$ cat src/rtl/router_fsm_nch.sv
// rtl/router_fsm_nch.sv - parametrised router packet-control FSM with drop and wait-timeout paths
//
// Steers one incoming packet stream to one of NUM_CH destination FIFOs and
// drives the load/parity/full control strobes for the register and
// synchroniser blocks.
//
// Ports:
//   clk            in   clock, all state updates on rising edge
//   reset          in   synchronous, active-high reset
//   data_in        in   [ADDR_W] header destination address (sampled in DECODE_ADDRESS)
//   pkt_valid      in   packet valid from source
//   fifo_full      in   selected destination FIFO full
//   fifo_empty     in   [NUM_CH] per-channel FIFO empty
//   soft_reset     in   [NUM_CH] per-channel soft reset (read timeout)
//   parity_done    in   parity byte already loaded
//   low_pkt_valid  in   pkt_valid fell while FIFO full
//   write_enb_reg  out  write enable towards FIFO
//   detect_add     out  in DECODE_ADDRESS
//   lfd_state      out  in LOAD_FIRST_DATA
//   ld_state       out  in LOAD_DATA
//   laf_state      out  in LOAD_AFTER_FULL
//   full_state     out  in FIFO_FULL_STATE
//   rst_int_reg    out  in CHECK_PARITY_ERROR
//   drop_state     out  in DROP_PACKET
//   busy           out  source must hold data
//   dest_addr      out  [ADDR_W] latched destination address
//   addr_err       out  one-cycle pulse: out-of-range address
//   wait_timeout   out  one-cycle pulse: wait-till-empty timeout

module router_fsm_nch #(
  parameter int NUM_CH       = 3,
  parameter int ADDR_W       = 2,
  parameter int WAIT_TIMEOUT = 16,
  parameter int CNT_W        = 8
) (
  input  logic              clk,
  input  logic              reset,
  input  logic [ADDR_W-1:0] data_in,
  input  logic              pkt_valid,
  input  logic              fifo_full,
  input  logic [NUM_CH-1:0] fifo_empty,
  input  logic [NUM_CH-1:0] soft_reset,
  input  logic              parity_done,
  input  logic              low_pkt_valid,
  output logic              write_enb_reg,
  output logic              detect_add,
  output logic              lfd_state,
  output logic              ld_state,
  output logic              laf_state,
  output logic              full_state,
  output logic              rst_int_reg,
  output logic              drop_state,
  output logic              busy,
  output logic [ADDR_W-1:0] dest_addr,
  output logic              addr_err,
  output logic              wait_timeout
);

  localparam logic [3:0] S_DECODE = 4'd0;
  localparam logic [3:0] S_LFD    = 4'd1;
  localparam logic [3:0] S_LD     = 4'd2;
  localparam logic [3:0] S_WAIT   = 4'd3;
  localparam logic [3:0] S_LP     = 4'd4;
  localparam logic [3:0] S_FULL   = 4'd5;
  localparam logic [3:0] S_LAF    = 4'd6;
  localparam logic [3:0] S_CPE    = 4'd7;
  localparam logic [3:0] S_DROP   = 4'd8;

  // Address space covered by data_in; the per-channel vectors are padded up
  // to this size so any address can index them without going out of range.
  localparam int NUM_SLOTS = 2 ** ADDR_W;

  // NUM_CH fits in ADDR_W+1 bits because NUM_CH <= 2**ADDR_W.
  localparam logic [ADDR_W:0] NUM_CH_EXT = NUM_CH[ADDR_W:0];

  localparam bit              TMO_EN     = (WAIT_TIMEOUT != 0);
  localparam int              TMO_LAST_I = (WAIT_TIMEOUT > 0) ? WAIT_TIMEOUT - 1 : 0;
  localparam logic [CNT_W-1:0] TMO_LAST  = TMO_LAST_I[CNT_W-1:0];
  localparam logic [CNT_W-1:0] CNT_MAX   = '1;

  logic [3:0]          state_q, state_d;
  logic [ADDR_W-1:0]   dest_addr_q, dest_addr_d;
  logic [CNT_W-1:0]    wait_cnt_q, wait_cnt_d;
  logic                addr_err_q, addr_err_d;
  logic                wait_timeout_q, wait_timeout_d;

  logic [NUM_SLOTS-1:0] empty_pad;
  logic [NUM_SLOTS-1:0] soft_pad;
  logic                 addr_in_range;
  logic                 dest_in_range;
  logic                 soft_hit;

  // Unused address slots read as "not empty" and "no soft reset".
  always_comb begin
    empty_pad               = '0;
    empty_pad[NUM_CH-1:0]   = fifo_empty;
    soft_pad                = '0;
    soft_pad[NUM_CH-1:0]    = soft_reset;
  end

  assign addr_in_range = ({1'b0, data_in}     < NUM_CH_EXT);
  assign dest_in_range = ({1'b0, dest_addr_q} < NUM_CH_EXT);

  // Only the channel currently being served can abort the packet.
  assign soft_hit = (state_q != S_DECODE) && dest_in_range && soft_pad[dest_addr_q];

  // Next-state logic
  always_comb begin
    state_d = state_q;
    case (state_q)
      S_DECODE: begin
        if (pkt_valid) begin
          if (!addr_in_range) begin
            state_d = S_DROP;
          end else if (empty_pad[data_in]) begin
            state_d = S_LFD;
          end else begin
            state_d = S_WAIT;
          end
        end
      end
      S_LFD: begin
        state_d = S_LD;
      end
      S_LD: begin
        if (fifo_full) begin
          state_d = S_FULL;
        end else if (!pkt_valid) begin
          state_d = S_LP;
        end
      end
      S_WAIT: begin
        if (empty_pad[dest_addr_q]) begin
          state_d = S_LFD;
        end else if (TMO_EN && (wait_cnt_q == TMO_LAST)) begin
          state_d = S_DROP;
        end
      end
      S_LP: begin
        state_d = S_CPE;
      end
      S_FULL: begin
        if (!fifo_full) begin
          state_d = S_LAF;
        end
      end
      S_LAF: begin
        if (parity_done) begin
          state_d = S_DECODE;
        end else if (low_pkt_valid) begin
          state_d = S_LP;
        end else begin
          state_d = S_LD;
        end
      end
      S_CPE: begin
        if (fifo_full) begin
          state_d = S_FULL;
        end else begin
          state_d = S_DECODE;
        end
      end
      S_DROP: begin
        if (!pkt_valid) begin
          state_d = S_DECODE;
        end
      end
      default: begin
        state_d = S_DECODE;
      end
    endcase

    if (soft_hit) begin
      state_d = S_DECODE;
    end
  end

  // Address latch, wait counter and pulse generation
  always_comb begin
    dest_addr_d = dest_addr_q;
    if ((state_q == S_DECODE) && pkt_valid) begin
      dest_addr_d = data_in;
    end

    // Counter holds the number of cycles already spent in WAIT_TILL_EMPTY.
    wait_cnt_d = '0;
    if (state_q == S_WAIT) begin
      wait_cnt_d = (wait_cnt_q == CNT_MAX) ? wait_cnt_q : wait_cnt_q + CNT_W'(1);
    end

    // Pulses are registered so they coincide with the first DROP_PACKET cycle.
    addr_err_d     = (state_q == S_DECODE) && (state_d == S_DROP);
    wait_timeout_d = (state_q == S_WAIT)   && (state_d == S_DROP);
  end

  always_ff @(posedge clk) begin
    if (reset) begin
      state_q        <= S_DECODE;
      dest_addr_q    <= '0;
      wait_cnt_q     <= '0;
      addr_err_q     <= 1'b0;
      wait_timeout_q <= 1'b0;
    end else begin
      state_q        <= state_d;
      dest_addr_q    <= dest_addr_d;
      wait_cnt_q     <= wait_cnt_d;
      addr_err_q     <= addr_err_d;
      wait_timeout_q <= wait_timeout_d;
    end
  end

  // Moore outputs
  assign detect_add    = (state_q == S_DECODE);
  assign lfd_state     = (state_q == S_LFD);
  assign ld_state      = (state_q == S_LD);
  assign laf_state     = (state_q == S_LAF);
  assign full_state    = (state_q == S_FULL);
  assign rst_int_reg   = (state_q == S_CPE);
  assign drop_state    = (state_q == S_DROP);

  assign busy          = (state_q == S_LFD)  || (state_q == S_LP)  ||
                         (state_q == S_FULL) || (state_q == S_LAF) ||
                         (state_q == S_WAIT) || (state_q == S_CPE);

  assign write_enb_reg = (state_q == S_LD) || (state_q == S_LP) || (state_q == S_LAF);

  assign dest_addr     = dest_addr_q;
  assign addr_err      = addr_err_q;
  assign wait_timeout  = wait_timeout_q;

endmodule

$ cat config.mk
export PLATFORM = sky130hd
export DESIGN_NAME = router_fsm_nch
export DESIGN_NICKNAME = d
export VERILOG_FILES = /design/src/rtl/router_fsm_nch.sv
export SDC_FILE = /design/constraint.sdc
export NUM_CORES = 1
export LEC_CHECK = 0
export BUFFER_PORTS_ARGS = -buffer_cell sky130_fd_sc_hd__buf_2
export CAP_MARGIN = 20
export CORE_MARGIN = 3
export CORE_UTILIZATION = 55
export DETAILED_ROUTE_END_ITERATION = 10
export GPL_ROUTABILITY_DRIVEN = 0
export GPL_TIMING_DRIVEN = 0
export HOLD_SLACK_MARGIN = 0.05
export PLACE_DENSITY_LB_ADDON = 0.08
export SLEW_MARGIN = 15
export SYNTH_ARGS = -nofsm -noshare
export SYNTH_HDL_FRONTEND = slang
export SYNTH_SLANG_ARGS = --single-unit
$ cat constraint.sdc
create_clock -name clk -period 3.45 [get_ports clk]
set_input_delay 0.345 -clock clk [delete_from_list [all_inputs] [get_ports clk]]
set_output_delay 0.345 -clock clk [all_outputs]
set_load 0.005 [all_outputs]
### After elaboration in Yosys (flattened, before gate mapping)

Cells that the tools add are included.

* register bits: 16
* latch bits: 0
* bits in writable memories: 0
* bits in read-only memories: 0
* bits of input ports: 14
* output and inout bits: 13
* word-level logic and storage cells: 57
* memories kept: 0

* $add $sub $neg: 1
* $mul: 0
* div/mod/pow operators: 0
* magnitude comparators: 4
* equality and inequality tests: 11
* shift operators: 0
* multiplexer cells: 20
* bitwise gates (word level): 1
* reductions and logical operators: 15

Operator list (count)
* $mux W4: 9
* $pmux W4 S9: 1
* $eq A4 B3 Y1 const B: 4
* $mux W3: 3
* $add A8 B1 Y8 const B: 1
* $eq A4 B2 Y1 const B: 2
* $eq A4 B4 Y1 const B: 2
* $eq A8 B4 Y1 const B: 1
* $eq A8 B8 Y1 const B: 1
* $logic_or A1 B1 Y1: 7
* $bmux W1 S2: 3
* $lt A2 B3 Y1 const B: 2
* $logic_and A1 B1 Y1: 5
* $eq A4 B1 Y1 const B: 1
* $logic_not A4 Y1: 1
* $lt A2 B2 Y1 const B: 2
* $reduce_bool A4 Y1: 1
* $mux W1: 3
* $mux W2: 1
* $reduce_or A2 Y1: 1
* $not A1 Y1: 1

### Longest topological paths before layout

* depth in word-level cells: 9
* gate-level depth with buffers: 5
* depth with buffers taken out: 5

### Worst setup path before layout

Ideal clock, no wire load.

* path type: register -> register
* start point: register dest_addr_q[1] (netlist: dest_addr[1])
* end point: register state_q[1]
* library setup time: 88 ps
* arrival: 1287 ps
* data required time: 3362 ps
* slack: 2075 ps
* stages on the path, launching flop included: 5
* path buffers: 0
* clock period less this slack: 1375 ps
* cell sequence: dfxtp_1 mux2i_1 o21ai_0 maj3_2 a311oi_2

* longest elaborated chain between the ends: 5
* elaborated cells on any way between the ends: 10
* those cells by class: order compare (1); mux (7); reduce/logical (2)

RTL lines
* start: declaration: line 82 `logic [ADDR_W-1:0] dest_addr_q, dest_addr_d;`
* start signal: assignment: line 205 `dest_addr_q <= dest_addr_d;`
* $bmux W1 S2: line 133 `if (empty_pad[dest_addr_q]) begin`
* $mux W1 (not written as such): line 133
* $mux W4: line 133
* $pmux W4 S9: line 110 `case (state_q)`
* $mux W4 (*): line 173 `if (soft_hit) begin`
* end signal: assignment: line 204 `state_q <= state_d;`
* end: declaration: line 81 `logic [3:0] state_q, state_d;`

Every way passes the cells marked *; elsewhere a longest branch is shown, timed or not. The select of a mux whose other input is x is not followed.
A chain may end at the register's enable or synchronous reset.

### Worst setup path in the final report

* start point: register state_q[3]
* end point: output drop_state

* longest elaborated chain between the ends: 1

RTL lines
* $eq A4 B4 Y1: line 219 `assign drop_state = (state_q == S_DROP);`
* end: declaration: line 52 `output logic drop_state,`

No other way between the ends.

==> reports/metrics.cfg <==
[run_status]
outcome = complete, no violations

[timing]
tightest_slew_ns = 0.431
grt_setup_unrepaired = no
hold_violations = 0
min_period_over_period_pct = 49.9
setup_tns_ns = 0
setup_viol = 0
period_needed_ns = 1.72
finalClockSkew_ns = 0.00168
maxSlewHeadroom_pct = 71.2
final_max_slew_viol_count = 0
hold_slack_ns = 0.340
fmax_mhz = 580

[logic_synthesis]
syn_inst = 124
syn-cell-area_um2 = 998
yosysSeqAreaShare_pct = 32.1
yosys_warnings = 0
synth-seq-cells = 16
synth_top_area_cell = dfxtp_1
synth.distinct_cells = 40
synth_area_per_cell_um2 = 8.05
synthesis.nets = 139
synth_largest_type_area_fraction_pct = 32.1
synth_top_cells_by_area = dfxtp_1 (32%), nor2_1 (6.0%), mux2i_1 (5.0%)

[pwr]
combPwrFrac_pct = 48.1
p_leak_nw = 0.478
swShare_pct = 38.3
switching_power_mw = 0.271
power_density_nw_per_um2 = 595
fin_total_pwr_mw = 0.708
seq_power_share_pct = 34.4
clockPowerShare_pct = 17.6
vdd_drop_max_mv = 0.343
p_int_mw = 0.436

[clocking]
clk_pin_slew_ns = 0.09
ctsHoldBuffers = 0
post_cts_buffers = 0
cts.root.buffer_cell = clkbuf_4
cts_tree = yes
clk_latency_ns = 0.29
cts_sinks = 16
numCtsBuffers = 3
cts.repair.resized = 0
clk_path_buf_depth = 2
htreeDepth = 1

[critical_path]
reg2reg_depth = 4
crit_type = reg2out
start_kind = flop
crit_path_max_fanout = 10
cp.required_ns = 3.11
worstReg2RegEnd = state_q[1]
critPathCaptureType = output pin
worst_ep_arrival_time_ns = 1.38
timing.reg2reg.setup_slack_ns = 1.94
r2r-start = dest_addr[1]

[grt]
grt_pass1_wl_mm = 3.83
grtUsageTotal_pct = 20.7
grt_pass1_vias = 856
grt_max_degree = 11
grt_overflow = 0
antenna_found_initial = 0

[die]
rows = 14
start_util_pct = 62.0
die_w_um = 48.6
pin_count = 27
coreArea_um2 = 1610
chipHeight_um = 48.6
dieArea_um2 = 2360

[layout]
diodes = 0
fin_cells = 177
postLayoutCoreUtil_pct = 73.8
fill_cells = 136
nets = 169
multi_input_comb_area_um2 = 638
area_growth_pct = 19.2
seq_area_um2 = 320
layout-drive-gt1-share_pct = 24.8

[route]
vias = 1000
routed_via_density = 5.65
drt-initial-drc-count = 21
ant_nets = 0
drc = 0
avgRoutedWirePerCell_um = 12.7
drtPass1Iterations = 4
wirelength_mm = 2.26

[place]
dp_hpwl_mm = 1.76
place_inst = 173
port_buffers = 25

[job]
cap_viol_max_count = 0

[hold_path]
hold_depth = 3
worstHoldPathType = in2reg
hp-start = data_in[0]
min_to = addr_err

==> routing by layer <==
metal / part of all wire, % / GRT usage [%]
met1: 47 / 27.3
met2: 45 / 31.4
met5: 0 / 0
met4: 0.35 / 5.69
met3: 7.2 / 7.98
==> stage by stage <==
stage,instance area (µm²),setup WS (ns)
6_report,1190,1.73
5_1_grt,1190,1.61
4_1_cts,1190,1.72
3_5_place_dp,1150,1.97
3_3_place_gp,1150,1.98
2_1_floorplan,998,2.07
==> placed cells by master (no fill, tap or decap), types with 3 or more instances in the layout <==
cell,count
nor2_1,16
nand2b_1,6
nor3_1,9
o21ai_0,6
clkbuf_1,3
and3_1,3
nor3b_1,3
a21oi_1,3
nand3_1,6
xor2_1,4
clkbuf_4,3
buf_2,27
mux2i_1,5
nand2_1,9
inv_1,3
dfxtp_1,16
==> state kept, by name, summed over array words and instances, names as in the netlist <==
signal / cells
wait_timeout: 1
dest_addr: 2
addr_err: 1
state_q: 4
wait_cnt_q: 8
==> critical path: stages (launching register included) <==
cell and delay [ns]:
dfxtp_1 0.46, clkbuf_1 0.34, and2_1 0.18, buf_2 0.10
==> cell usage after synthesis (all sizes together) <==
master	instances
a211oi	1
nand4	1
o211ai	1
nor4	3
clkbuf	3
nor2b	1
and4bb	1
nand2	10
a21boi	1
o221ai	1
buf	3
a32oi	1
nand2b	6
nand3	6
nor3b	4
o21ai	6
a21bo	1
or3	1
a31oi	1
xor2	4
and2	1
a2bb2oi	2
mux2i	5
a311oi	1
dfxtp	16
and3	3
maj3	1
inv	3
ha	1
nor3	9
a221o	1
nor2	16
a21oi	3
o2111ai	2
o21bai	2
nand3b	2
==> cell families (layout without fill, tap and decap cells) <==
family,Yosys count,in the layout,synth area share [%]
AOI/OAI and AO/OA,24,24,17.7
DFF,16,16,32.1
muxes,5,5,5.01
and+or+nand+nor,64,64,35.3
buffers and inverters,9,38,4.01
adders and majority gates,2,2,2.38
xor gates and xnor gates,4,4,3.51
==> area by class of cell <==
cell class,instances,share of cell area [%]
inverter,3,0.946
clock buffer,4,3.05
sequential,16,26.9
buffer,6,2.42
tap,24,2.52
multi-input combinational,99,53.6
timing repair buffer,25,10.5
==> power by group through the flow <==
stage	registers (mW)	logic (mW)	clock network [mW]
CTS	0.242	0.339	0.130
detailed placement	0.247	0.337	0
floorplan	0.240	0.245	0
global route	0.248	0.372	0.143
global placement	0.245	0.327	0
finish	0.243	0.340	0.124
==> worst max-delay path by stage <==
stage | slack (ns) | endpoint | cells past startpoint | start
after floorplan | 2.07 | state_q[1] | 4 | dest_addr[1]
after global placement | 1.98 | state_q[1] | 4 | dest_addr[1]
after detailed placement | 1.97 | state_q[1] | 4 | dest_addr[1]
after CTS | 1.72 | drop_state | 3 | state_q[3]
after global routing | 1.61 | drop_state | 3 | state_q[3]
final | 1.73 | drop_state | 3 | state_q[3]
(Power assumes the default switching activity.)
